### config.mk
export PLATFORM = sky130hd
export DESIGN_NAME = seq_restoring_divider_flat
export DESIGN_NICKNAME = d
export VERILOG_FILES = /design/src/rtl/seq_restoring_divider_if.sv /design/src/rtl/seq_restoring_divider.sv /design/src/flat_wrapper.sv
export SDC_FILE = /design/constraint.sdc
export NUM_CORES = 1
export LEC_CHECK = 0
export CORE_MARGIN = 2
export CORE_UTILIZATION = 58
export CTS_CLUSTER_SIZE = 28
export DETAILED_ROUTE_END_ITERATION = 6
export PLACE_DENSITY = 0.83
export SLEW_MARGIN = 20
export SYNTH_ARGS = -nofsm -noshare
export SYNTH_HDL_FRONTEND = slang
export SYNTH_SLANG_ARGS = --single-unit
### constraint.sdc
create_clock -name clk -period 5.45 [get_ports clk]
set_input_delay 1.09 -clock clk [delete_from_list [all_inputs] [get_ports clk]]
set_output_delay 1.09 -clock clk [all_outputs]
set_load 0.01 [all_outputs]
### src/rtl/seq_restoring_divider_if.sv
// Handshake and result bundle for the sequential restoring divider.
// The master side issues start/a/b, and the slave side returns busy/done/q/r/div_zero.
interface seq_restoring_divider_if #(
  parameter int WIDTH = 4
) ();

  logic             start;
  logic [WIDTH-1:0] a;
  logic [WIDTH-1:0] b;
  logic             busy;
  logic             done;
  logic [WIDTH-1:0] q;
  logic [WIDTH-1:0] r;
  logic             div_zero;

  modport master (
    output start, a, b,
    input  busy, done, q, r, div_zero
  );

  modport slave (
    input  start, a, b,
    output busy, done, q, r, div_zero
  );

endinterface : seq_restoring_divider_if

### src/rtl/seq_restoring_divider.sv
// Multi-cycle unsigned restoring divider. One ripple subtraction runs per quotient bit, MSB first.
// All outputs are registered. A zero divisor takes a one-cycle settle in DONE before done pulses.
module seq_restoring_divider #(
  parameter int WIDTH = 4,
  parameter int CNT_W = 3
) (
  input  logic                  clk,
  input  logic                  rst,
  seq_restoring_divider_if.slave dif
);

  localparam logic [1:0] S_IDLE = 2'd0;
  localparam logic [1:0] S_RUN  = 2'd1;
  localparam logic [1:0] S_DONE = 2'd2;

  localparam logic [CNT_W-1:0] LAST_ITER = CNT_W'(WIDTH - 1);

  logic [1:0]       state_q, state_d;
  logic [WIDTH-1:0] dvd_q, dvd_d;   // dividend shift register
  logic [WIDTH-1:0] dvs_q, dvs_d;   // captured divisor
  logic [WIDTH-1:0] pr_q, pr_d;     // partial remainder; restored value is always < divisor
  logic [WIDTH-1:0] quo_q, quo_d;
  logic [CNT_W-1:0] cnt_q, cnt_d;
  logic             busy_q, busy_d;
  logic             done_q, done_d;
  logic [WIDTH-1:0] q_q, q_d;
  logic [WIDTH-1:0] r_q, r_d;
  logic             dz_q, dz_d;

  logic [WIDTH:0]   pr_shift;
  logic [WIDTH:0]   sub_y;
  logic [WIDTH:0]   borrow;
  logic [WIDTH:0]   diff;
  logic             neg;
  logic [WIDTH-1:0] pr_next;
  logic [WIDTH-1:0] quo_next;
  logic             accept;

  // Ripple subtractor: pr' - {0, divisor}, evaluated WIDTH+1 bits wide.
  always_comb begin
    pr_shift = {pr_q, dvd_q[WIDTH-1]};
    sub_y    = {1'b0, dvs_q};
    borrow   = '0;
    for (int i = 0; i < WIDTH; i++) begin
      borrow[i+1] = (~pr_shift[i] & sub_y[i]) | (~(pr_shift[i] ^ sub_y[i]) & borrow[i]);
    end
    diff     = pr_shift ^ sub_y ^ borrow;
    neg      = diff[WIDTH];
    pr_next  = neg ? pr_shift[WIDTH-1:0] : diff[WIDTH-1:0];
    quo_next = {quo_q[WIDTH-2:0], ~neg};
  end

  // A new request is taken in IDLE, or on the done cycle for back-to-back operation.
  assign accept = dif.start && ((state_q == S_IDLE) || ((state_q == S_DONE) && done_q));

  // NOTE: every variable driven here gets a default first, so no path can infer a latch.
  always_comb begin
    state_d = state_q;
    dvd_d   = dvd_q;
    dvs_d   = dvs_q;
    pr_d    = pr_q;
    quo_d   = quo_q;
    cnt_d   = cnt_q;
    busy_d  = busy_q;
    done_d  = 1'b0;
    q_d     = q_q;
    r_d     = r_q;
    dz_d    = dz_q;

    case (state_q)
      S_IDLE: ;
      S_RUN: begin
        pr_d  = pr_next;
        quo_d = quo_next;
        dvd_d = dvd_q << 1;
        cnt_d = cnt_q + 1'b1;
        if (cnt_q == LAST_ITER) begin
          q_d     = quo_next;
          r_d     = pr_next;
          dz_d    = 1'b0;
          busy_d  = 1'b0;
          done_d  = 1'b1;
          state_d = S_DONE;
        end
      end
      S_DONE: begin
        if (!done_q) begin
          // Zero-divisor settle cycle. The untouched dividend register still holds a.
          q_d    = '1;
          r_d    = dvd_q;
          dz_d   = 1'b1;
          done_d = 1'b1;
        end else begin
          state_d = S_IDLE;
        end
      end
      default: state_d = S_IDLE;
    endcase

    if (accept) begin
      dvd_d = dif.a;
      dvs_d = dif.b;
      pr_d  = '0;
      quo_d = '0;
      cnt_d = '0;
      if (dif.b != '0) begin
        state_d = S_RUN;
        busy_d  = 1'b1;
      end else begin
        state_d = S_DONE;
        busy_d  = 1'b0;
      end
    end
  end

  // NOTE: sequential state uses non-blocking assignments so all registers update together at the edge.
  always_ff @(posedge clk) begin
    if (rst) begin
      state_q <= S_IDLE;
      dvd_q   <= '0;
      dvs_q   <= '0;
      pr_q    <= '0;
      quo_q   <= '0;
      cnt_q   <= '0;
      busy_q  <= 1'b0;
      done_q  <= 1'b0;
      q_q     <= '0;
      r_q     <= '0;
      dz_q    <= 1'b0;
    end else begin
      state_q <= state_d;
      dvd_q   <= dvd_d;
      dvs_q   <= dvs_d;
      pr_q    <= pr_d;
      quo_q   <= quo_d;
      cnt_q   <= cnt_d;
      busy_q  <= busy_d;
      done_q  <= done_d;
      q_q     <= q_d;
      r_q     <= r_d;
      dz_q    <= dz_d;
    end
  end

  assign dif.busy     = busy_q;
  assign dif.done     = done_q;
  assign dif.q        = q_q;
  assign dif.r        = r_q;
  assign dif.div_zero = dz_q;

endmodule : seq_restoring_divider

### src/flat_wrapper.sv
// flat-port wrapper written by rule: the top's interface ports become plain ports
module seq_restoring_divider_flat 
#(
  parameter int WIDTH = 4,
  parameter int CNT_W = 3
)
  (clk, rst, dif_start, dif_a, dif_b, dif_busy, dif_done, dif_q, dif_r, dif_div_zero);
  seq_restoring_divider_if #(.WIDTH(WIDTH)) dif_i ();
  input  logic clk;
  input  logic rst;
  input wire logic [$bits(dif_i.start)-1:0] dif_start;
  input wire logic [$bits(dif_i.a)-1:0] dif_a;
  input wire logic [$bits(dif_i.b)-1:0] dif_b;
  output wire logic [$bits(dif_i.busy)-1:0] dif_busy;
  output wire logic [$bits(dif_i.done)-1:0] dif_done;
  output wire logic [$bits(dif_i.q)-1:0] dif_q;
  output wire logic [$bits(dif_i.r)-1:0] dif_r;
  output wire logic [$bits(dif_i.div_zero)-1:0] dif_div_zero;
  assign dif_i.start = dif_start;
  assign dif_i.a = dif_a;
  assign dif_i.b = dif_b;
  assign dif_busy = dif_i.busy;
  assign dif_done = dif_i.done;
  assign dif_q = dif_i.q;
  assign dif_r = dif_i.r;
  assign dif_div_zero = dif_i.div_zero;
  seq_restoring_divider #(.WIDTH(WIDTH), .CNT_W(CNT_W)) u_core (.clk(clk), .rst(rst), .dif(dif_i));
endmodule
# Yosys cells after proc, flatten, opt, wreduce, memory -nomap -nowiden
# Index checks and enable logic that the tools add are counted.
# word_totals
out_inout_bits,11
elab_cells,78
regBits,31
# classes
n_bitwise,23
add_sub_neg,1
n_mux,23
reduce_logical,12
n_eq_ne,8
# op_table
operator,n
two-way mux 4 bit,7
case mux 4 bit (2 select lines),2
two-way mux 2 bit,4
inverter 1 bit,8
AND 1 bit,7
two-way mux 1 bit,7
"inequality test 3 x 1 -> 1 bit, second input constant",2
case mux 2 bit (3 select lines),1
AND reduction 3 bit,2
nonzero test 2 bit,3
bitwise XOR 5 x 4 -> 5 bit,1
bitwise XOR 5 bit,1
"inequality test 2 x 1 -> 1 bit, second input constant",2
case mux 1 bit (2 select lines),2
nonzero test 4 bit,1
"adder 3 x 1 -> 3 bit, second input constant",1
"equality test 3 x 2 -> 1 bit, second input constant",1
OR 1 bit,3
bitwise XOR 1 bit,3
"equality test 2 x 1 -> 1 bit, second input constant",1
"equality test 2 bit, second input constant",1
logical AND 1 bit,2
zero test 2 bit,1
"inequality test 2 bit, second input constant",1
other kinds (3),3

# Depth between registers and ports, before layout
# Gate-level depths: netlist (run 1).
# logic_depth
depth_word,12
depth_mapped,8
mapped_depth_nobuf,8

# Worst setup path after synthesis (run 1)
# OpenSTA, ideal clock, no wires.
# synth_timing
path_type,register to register
start,register u_core.dvd_q[3]
end,register u_core.r_q[1] (netlist: u_core.dif.r[1])
setup_slack_ns,2.801
n_path_buf,0
required_ns,5.309
setup_ns,0.141
stages_incl_launch_ff,9
arrival_time_ns,2.508
path_cell_list,dfxtp_1 inv_1 ha_1 fa_1 fa_1 fa_1 xnor2_2 mux2i_1 a311oi_2
# synth_between
elab_chain_cells,12
# synth_lines
item,line_no,text
from (decl),seq_restoring_divider.sv:19,"logic [WIDTH-1:0] dvd_q, dvd_d;"
from (signal assigned),seq_restoring_divider.sv:132,dvd_q <= dvd_d;
inverter 1 bit *,seq_restoring_divider.sv:45,borrow[i+1] = (~pr_shift[i] & sub_y[i]) | (~(pr_shift[i] ^ sub_y[i]) & borrow[i]);
AND 1 bit *,seq_restoring_divider.sv:45,
AND 1 bit,seq_restoring_divider.sv:45,
OR 1 bit,seq_restoring_divider.sv:45,
AND 1 bit,seq_restoring_divider.sv:45,
OR 1 bit,seq_restoring_divider.sv:45,
AND 1 bit,seq_restoring_divider.sv:45,
OR 1 bit,seq_restoring_divider.sv:45,
bitwise XOR 5 bit *,seq_restoring_divider.sv:47,diff = pr_shift ^ sub_y ^ borrow;
two-way mux 4 bit *,seq_restoring_divider.sv:49,pr_next = neg ? pr_shift[WIDTH-1:0] : diff[WIDTH-1:0];
two-way mux 4 bit *,seq_restoring_divider.sv:77,if (cnt_q == LAST_ITER) begin
case mux 4 bit (2 select lines) *,seq_restoring_divider.sv:70,case (state_q)
to (signal assigned),seq_restoring_divider.sv:140,r_q <= r_d;
to (decl),seq_restoring_divider.sv:27,"logic [WIDTH-1:0] r_q, r_d;"
# Mark *: on every way between the ends. The rest lies on a longest branch, timed or not. The select of a mux whose other input is x is not followed.
# A chain may end at the register's enable or synchronous reset.

# Worst setup path after layout (run 1)
# layout_timing
start,register u_core.dvd_q[3]
end,register u_core.r_q[2] (netlist: u_core.dif.r[2])
# layout_between
elab_chain_cells,12
# layout_lines
item,line_no
inverter 1 bit *,seq_restoring_divider.sv:45
AND 1 bit * (2 in a row),seq_restoring_divider.sv:45
OR 1 bit *,seq_restoring_divider.sv:45
AND 1 bit,seq_restoring_divider.sv:45
OR 1 bit,seq_restoring_divider.sv:45
AND 1 bit,seq_restoring_divider.sv:45
OR 1 bit,seq_restoring_divider.sv:45
bitwise XOR 5 bit *,seq_restoring_divider.sv:47
two-way mux 4 bit *,seq_restoring_divider.sv:49
two-way mux 4 bit *,seq_restoring_divider.sv:77
case mux 4 bit (2 select lines) *,seq_restoring_divider.sv:70
# Marks and branches as above.

==> parameters.txt, run 1 <==
Parameter                              Value

CTS
  Htree depth    2
  TritonCTS clock tree    built
  Root buffer selected by CTS    sky130_fd_sc_hd__clkbuf_4
  CTS resizes    0
  Number of buffers created by CTS    5
  TritonCTS Sinks    31
  Number of buffers on the longest clock path    2
  Setup Fix Bufs, Post-CTS    0
  Worst-path clk slew    approximately 90 ps
  Worst-Skew Late Latency    340 ps
  Count of hold buffers inserted by post-cts repair    0

Pwr
  Power Dens Cells    315 mW/mm²
  Combinational share of power    33.9%
  Proportion of power drawn by flip-flops and latches    between 40% and 50%
  Clock network power share    21.1%
  Sw power    0.201 mW
  Standby leakage power    0.658 nW
  Worst voltage drop across the vdd grid    ~0.00022 V
  Switching power share of the total    33.8%
  Internal Dissipation    0.394 mW

Global route
  Number of global-route vias before repair    1337
  Remaining global-route overflow    0
  Largest net degree at the start of global routing    29
  Wire length of the first global-routing pass    about 5.7 mm
  Number of antenna violations at the first check in global routing    0
  Tot GR Track Use    22.4%

Place
  RePlAce Congestion    0.838
  Worst slack at placement    roughly 2500 ps
  Placed wire-length estimate after detailed placement    2.61 mm
  Buffers added on ports    21
  Post-Place Cells    219

Finish
  Area added between synthesis and finish    13.6%
  Fraction of final layout cells with drive strength greater than 1    9.18%
  Non-filler cells in the finished layout    227
  Total Nets Final    215
  Area occupied by multi-input gates    936 µm²
  Final design utilization    about 69%
  Filler cells    roughly 230
  Antenna diodes    0
  Area of all sequential standard cells    just over 600 µm²

Route
  Via density    approximately 6.0
  Detail Route Antenna Nets    0
  Number of DRC markers in iteration 0    51
  Aggregate routed wire length    3.47 mm
  DR vias    approximately 1400
  Wirelength per Cell    15.3 µm
  DRC errors left    0
  Initial DRT Pass Iterations    4

STA
  Worst rel slew slack    28.5%
  Max Clock Skew    around 13 ps
  Maximum frequency from static timing analysis    344 MHz
  Final setup fails    0
  Final Max Tran Viols    0
  Hold slack final    516 ps
  Accumulated negative setup slack    0 ps
  Min Tclk post-route    2910 ps
  Final cycle utilization of the critical path    a little over half
  Slew at the pin with the worst max-slew slack    1070 ps
  Final Worst Setup Slack    2540 ps
  Final hold violation count    0
  Setup repair after global routing missed its margin    false

Flow run
  Maxcap violations    0

Die
  Site row count    19
  Die boundary height    about 58 µm
  Number of top-level design ports    22
  Die area    ~0.0033 mm²
  Chip Width    57.5 µm
  Starting Density    60.8%
  Core Area    0.00273 mm²

Synth
  Post-Synthesis Net Count    200
  Cell Area, Synth    between 0.0015 and 0.002 mm²
  Top post-synthesis cells by count    sky130_fd_sc_hd__dfxtp_1, sky130_fd_sc_hd__nor2_1, sky130_fd_sc_hd__a31oi_1
  Per-instance average area after synthesis    9.24 µm²
  Cell with the most instances after synthesis    sky130_fd_sc_hd__dfxtp_1
  Yosys warnings    0
  Unique masters post-synth    40
  Proportion of register bits with asynchronous set or reset after synthesis    0%
  Mapped Cells    between 150 and 200
  #FFs+latches synth    31
  Cell taking the most area after synthesis    sky130_fd_sc_hd__dfxtp_1
  Part of the Yosys area used for sequential elements    37.3%
  Leading register cell type out of synthesis    sky130_fd_sc_hd__dfxtp_1
  Largest cells by area after synthesis    sky130_fd_sc_hd__dfxtp_1, sky130_fd_sc_hd__mux2i_1, sky130_fd_sc_hd__a31oi_1
  Number of synthesized flops with an enable pin    0
  Area share of the largest cell type after synthesis    37.3%

Setup path
  Crit Path Class    flop to flop
  Setup crit end kind    flop
  Cell at the slowest stage of the critical path    sky130_fd_sc_hd__xnor2_2
  Largest fanout of any net on the critical path    10
  Most frequent cell on the critical path    sky130_fd_sc_hd__fa_1
  Highest cell delay on the worst timing path    480 ps
  Critical path required time    5630 ps
  Launching instance or port of the critical path    u_core.dvd_q[3]
  Worst flop-to-flop path startpoint    u_core.dvd_q[3]
  Series of cell instances along the critical path    inv_1 -> ha_1 -> fa_1 -> fa_1 -> fa_1 -> xnor2_2 -> mux2i_1 -> a311oi_2
  Type of origin of the critical path    flop
  Arr. time, crit path    3090 ps

Worst hold path
  Type of the worst min-delay path    flop to flop
  Start point of the worst min-delay path    u_core.cnt_q[2]

Outcome
  Outcome    finished clean
[final timing paths]
check / slack, ps / cells after the start / end
setup / recovery: 2540 / 8 / u_core.dif.r[2]
hold / removal: 520 / 2 / u_core.cnt_q[2]
setup reg to reg: 2540 / 8 / u_core.dif.r[2]
hold reg to reg: 520 / 2 / u_core.cnt_q[2]
[cells in the final DEF (no fill, tap or decap)]
master	count
sky130_fd_sc_hd__inv_1	8
sky130_fd_sc_hd__o22ai_1	1
sky130_fd_sc_hd__o32ai_1	1
sky130_fd_sc_hd__a31oi_1	12
sky130_fd_sc_hd__or4_4	1
sky130_fd_sc_hd__o31ai_1	1
sky130_fd_sc_hd__clkinv_1	1
sky130_fd_sc_hd__a21o_1	2
sky130_fd_sc_hd__clkdlybuf4s50_1	21
sky130_fd_sc_hd__nand3_1	10
sky130_fd_sc_hd__nand2_1	7
sky130_fd_sc_hd__and3_1	1
sky130_fd_sc_hd__clkinv_2	1
sky130_fd_sc_hd__clkbuf_1	2
sky130_fd_sc_hd__nor3b_1	1
sky130_fd_sc_hd__nor2b_1	7
sky130_fd_sc_hd__a21oi_1	9
sky130_fd_sc_hd__a311oi_1	1
sky130_fd_sc_hd__a211oi_1	4
sky130_fd_sc_hd__mux2i_1	11
sky130_fd_sc_hd__nor3_1	4
sky130_fd_sc_hd__xnor2_1	1
sky130_fd_sc_hd__nand3b_1	4
sky130_fd_sc_hd__nor2_1	14
sky130_fd_sc_hd__a211oi_2	4
sky130_fd_sc_hd__ha_1	6
sky130_fd_sc_hd__o211ai_1	1
sky130_fd_sc_hd__xor2_1	1
sky130_fd_sc_hd__dfxtp_1	31
sky130_fd_sc_hd__clkbuf_4	5
sky130_fd_sc_hd__or2_1	1
sky130_fd_sc_hd__and3_4	1
sky130_fd_sc_hd__a21oi_2	1
sky130_fd_sc_hd__o21ai_0	5
sky130_fd_sc_hd__or3_1	1
sky130_fd_sc_hd__nand2b_1	6
sky130_fd_sc_hd__a311oi_2	4
sky130_fd_sc_hd__xnor2_2	1
sky130_fd_sc_hd__fa_1	3
[critical path, delay by kind of cell (launching register included)]
family | cells | cell delay (ps)
buf+inv | 1 | 60
mux | 1 | 290
compound gates | 1 | 110
xor+xnor | 1 | 480
fa+ha+maj | 4 | 1430
flops | 1 | 400
[power groups by stage]
stage / registers (mW) / clock network (mW) / logic [mW]
2_1_floorplan: 0.275 / 0 / 0.143
3_3_place_gp: 0.271 / 0 / 0.190
3_5_place_dp: 0.273 / 0 / 0.200
4_1_cts: 0.268 / 0.128 / 0.201
5_1_grt: 0.271 / 0.136 / 0.218
6_report: 0.268 / 0.126 / 0.201
[cell families (layout without fill, tap and decap cells)]
kind of cell             Yosys count  after routing  share of synthesized area (%)
AND/OR/NAND/NOR                   58             58                           18.6
AO/OA/AOI/OAI                     46             46                           20.9
flip-flops                        31             31                           37.3
buffers and inverters             22             38                           6.40
multiplexers                      11             11                           6.62
adder cells (fa/ha/maj)            9              9                           8.13
XOR/XNOR                           3              3                           2.03
[routing by layer]
metal,wire [µm],global-route usage (%),vias to the layer above
met1,1470,25.1,654
li1,-,-,676
met3,166,7.03,5
met2,1780,40.3,37
met5,0,0,-
met4,47,6.64,0
[registers in the layout, indices dropped and copies added (netlist names), 2 cells and up]
signal / count
u_core.dvs_q: 4
u_core.dif.q: 4
u_core.dif.r: 4
u_core.state_q: 2
u_core.quo_q: 3
u_core.cnt_q: 3
u_core.dvd_q: 4
u_core.pr_q: 4
[metrics by stage]
| step | cell area [µm²] | power, mW |
|---|---|---|
| detailed placement | 1840 | 0.473 |
| floorplan | 1660 | 0.419 |
| CTS | 1890 | 0.597 |
| global route | 1890 | 0.626 |
| finish | 1890 | 0.595 |
| global placement | 1840 | 0.462 |
[area by class of cell]
class / instances / area share [%]
multi-input cells: 127 / 49.5
flip-flops and latches: 31 / 32.8
repair buffers: 21 / 11.1
clock buffers: 7 / 2.38
well taps: 31 / 2.05
inverters: 9 / 1.79
clock inverters: 1 / 0.265
Power figures use the tool's default switching activity.
==> run 2: changes to the inputs <==
--- a/config.mk
+++ b/config.mk
@@ -6,10 +6,10 @@
 export NUM_CORES = 1
 export LEC_CHECK = 0
 export CORE_MARGIN = 2
-export CORE_UTILIZATION = 58
+export CORE_UTILIZATION = 54
 export CTS_CLUSTER_SIZE = 28
 export DETAILED_ROUTE_END_ITERATION = 6
-export PLACE_DENSITY = 0.83
+export PLACE_DENSITY = 0.78
 export SLEW_MARGIN = 20
 export SYNTH_ARGS = -nofsm -noshare
 export SYNTH_HDL_FRONTEND = slang
==> constraint.sdc (replaced) <==
create_clock -name clk -period 3 [get_ports clk]
set_input_delay 0.6 -clock clk [delete_from_list [all_inputs] [get_ports clk]]
set_output_delay 0.6 -clock clk [all_outputs]
set_load 0.01 [all_outputs]
==> parameters.txt, run 2 (synthesis gave the netlist of run 1 again) <==
Parameter                              Value

STA
  Final cycle utilization of the critical path    90.8% (+37 points)
  Max Clock Skew    8.77 ps (-4.26 ps)
  Worst rel slew slack    50.3% (+22 points)
  Min Tclk post-route    2720 ps (-183 ps)
  Setup repair after global routing missed its margin    false
  Accumulated negative setup slack    0 ps (unchanged)
  Maximum frequency from static timing analysis    367 MHz (+6.7%)
  Final setup fails    0 (unchanged)
  Final Max Tran Viols    0 (unchanged)
  Slew at the pin with the worst max-slew slack    745 ps (-328 ps)
  Final Worst Setup Slack    277 ps (-2270 ps)
  Final hold violation count    0 (unchanged)

Setup path
  Top delay family on crit path    adder cells
  Setup crit end kind    flop
  Highest cell delay on the worst timing path    450 ps (-30 ps)
  Largest fanout of any net on the critical path    5 (-5)
  Critical path required time    3200 ps (-2430 ps)
  FF-to-FF setup slack    280 ps (-2270 ps)
  Type of origin of the critical path    flop
  Cell at the slowest stage of the critical path    sky130_fd_sc_hd__fa_1
  Most frequent cell on the critical path    sky130_fd_sc_hd__fa_1
  Series of cell instances along the critical path    inv_1 -> ha_1 -> fa_1 -> fa_1 -> fa_1 -> xnor2_2 -> buf_4 -> mux2i_1 -> a311oi_2
  Crit Path Class    flop to flop
  Arr. time, crit path    2930 ps (-160 ps)
  Worst Path Buf+Inv    2 (+1)

Route
  DR vias    1361 (-0.80%)
  Aggregate routed wire length    3.44 mm (-1.0%)
  Number of DRC markers in iteration 0    44 (-14%)
  Wirelength per Cell    14.7 µm (-3.6%)
  Via density    5.84 (-3.4%)
  Detail Route Antenna Nets    0 (unchanged)
  DRC errors left    0 (unchanged)
  Initial DRT Pass Iterations    4 (unchanged)

Global route
  Number of antenna violations at the first check in global routing    0 (unchanged)
  Largest net degree at the start of global routing    29 (unchanged)
  Number of global-route vias before repair    1295 (-3.1%)
  Remaining global-route overflow    0 (unchanged)
  Wire length of the first global-routing pass    5.87 mm (+2.8%)
  Tot GR Track Use    22.6% (+0.20 points)

Finish
  Leading cell type in the layout, fill and taps excluded    sky130_fd_sc_hd__dfxtp_1
  Non-Filler Cell Area, Final    0.00196 mm² (+3.6%)
  Area added between synthesis and finish    17.8%
  Total Nets Final    219 (+1.9%)
  Filler cells    254 (+12%)
  Antenna diodes    0 (unchanged)
  Fraction of final layout cells with drive strength greater than 1    12.0% (+2.8 points)
  Leading cell types in the layout, fill and taps excluded    sky130_fd_sc_hd__dfxtp_1, sky130_fd_sc_hd__clkdlybuf4s50_1, sky130_fd_sc_hd__nor2_1

Place
  RePlAce Congestion    0.875 (+4.4%)
  Placed wire-length estimate after detailed placement    2.57 mm (-1.6%)
  Buffers added on ports    21 (unchanged)
  Worst slack at placement    306 ps (-2230 ps)
  Post-placement cell area    0.00187 mm² (+1.8%)

Die
  Core Area    0.00298 mm² (+8.9%)
  Starting Density    55.8% (-5.0 points)
  Die boundary height    59.5 µm (+3.4%)
  Number of top-level design ports    22 (unchanged)
  Die area    0.00354 mm² (+6.9%)
  Chip Width    59.5 µm (+3.4%)
  Site row count    20 (+1)

CTS
  TritonCTS clock tree    built
  CTS resizes    0 (unchanged)
  Count of hold buffers inserted by post-cts repair    0 (unchanged)
  Number of buffers on the longest clock path    2 (unchanged)
  Number of buffers created by CTS    5 (unchanged)
  Htree depth    2 (unchanged)
  Setup Fix Bufs, Post-CTS    0 (unchanged)
  Worst-path clk slew    90 ps (about the same)
  Worst-Skew Late Latency    340 ps (about the same)
  Root buffer selected by CTS    sky130_fd_sc_hd__clkbuf_4
  TritonCTS Sinks    31 (unchanged)

Pwr
  Worst voltage drop across the vdd grid    0.000418 V (+92%)
  Standby leakage power    0.696 nW (+5.8%)
  Power Dens Cells    618 mW/mm² (+96%)
  Pwr Total    1.21 mW (+100%)

Worst hold path
  Type of the worst min-delay path    flop to flop

Outcome
  Outcome    finished clean

Flow run
  Maxcap violations    0 (unchanged)
## run 2: metrics by stage
step | cells | hold slack, ps | utilization [%]
2_1_floorplan | 180 | 456 | -
3_3_place_gp | 225 | 466 | 62.9
6_report | 233 | 499 | 65.8
3_5_place_dp | 225 | 483 | 62.9
4_1_cts | 233 | 497 | 65.8
5_1_grt | 233 | 530 | 65.8
## run 2: worst paths after layout
kind | startpoint | end | depth (start not counted)
worst max-delay path | u_core.dvd_q[3] | u_core.dif.r[2] | 9
worst min-delay path | u_core.dvs_q[0] | u_core.dvs_q[0] | 2
worst max register to register | u_core.dvd_q[3] | u_core.dif.r[2] | 9
worst min register to register | u_core.dvs_q[0] | u_core.dvs_q[0] | 2
## run 2: final cells by class
| cell class | count | area [µm²] | area share [%] |
|---|---|---|---|
| inverters | 9 | 33.8 | 1.73 |
| well taps | 33 | 41.3 | 2.11 |
| clock buffers | 6 | 51.3 | 2.62 |
| clock inverters | 2 | 35.0 | 1.79 |
| multi-input cells | 127 | 936 | 47.8 |
| flip-flops and latches | 31 | 621 | 31.7 |
| repair buffers | 25 | 240 | 12.3 |
## run 2: layer usage
metal,GRT usage [%],up-vias,share of wire (%)
li1,-,688,-
met1,26.6,624,44
met2,37.8,41,48
met3,6.99,8,5.2
met4,9.52,0,2.2
met5,0,-,0
## run 2: power by group
part	switching (mW)	total [mW]	internal (mW)
Sequential	0.0312	0.487	0.456
Combinational	0.198	0.378	0.179
Clock	0.148	0.344	0.197
## run 2: worst min-delay path, cell delays in order (launching register included)
cell                      delay (ps)
sky130_fd_sc_hd__dfxtp_1         330
sky130_fd_sc_hd__o21ai_0          70
sky130_fd_sc_hd__a21oi_1          60
==> run 3: changes to the inputs <==
--- a/config.mk
+++ b/config.mk
@@ -9,6 +9,7 @@
 export CORE_UTILIZATION = 54
 export CTS_CLUSTER_SIZE = 28
 export DETAILED_ROUTE_END_ITERATION = 6
+export GPL_ROUTABILITY_DRIVEN = 0
 export PLACE_DENSITY = 0.78
 export SLEW_MARGIN = 20
 export SYNTH_ARGS = -nofsm -noshare
==> results of run 3 <==
The final DEF is identical to that of run 2; final timing and power are the same.
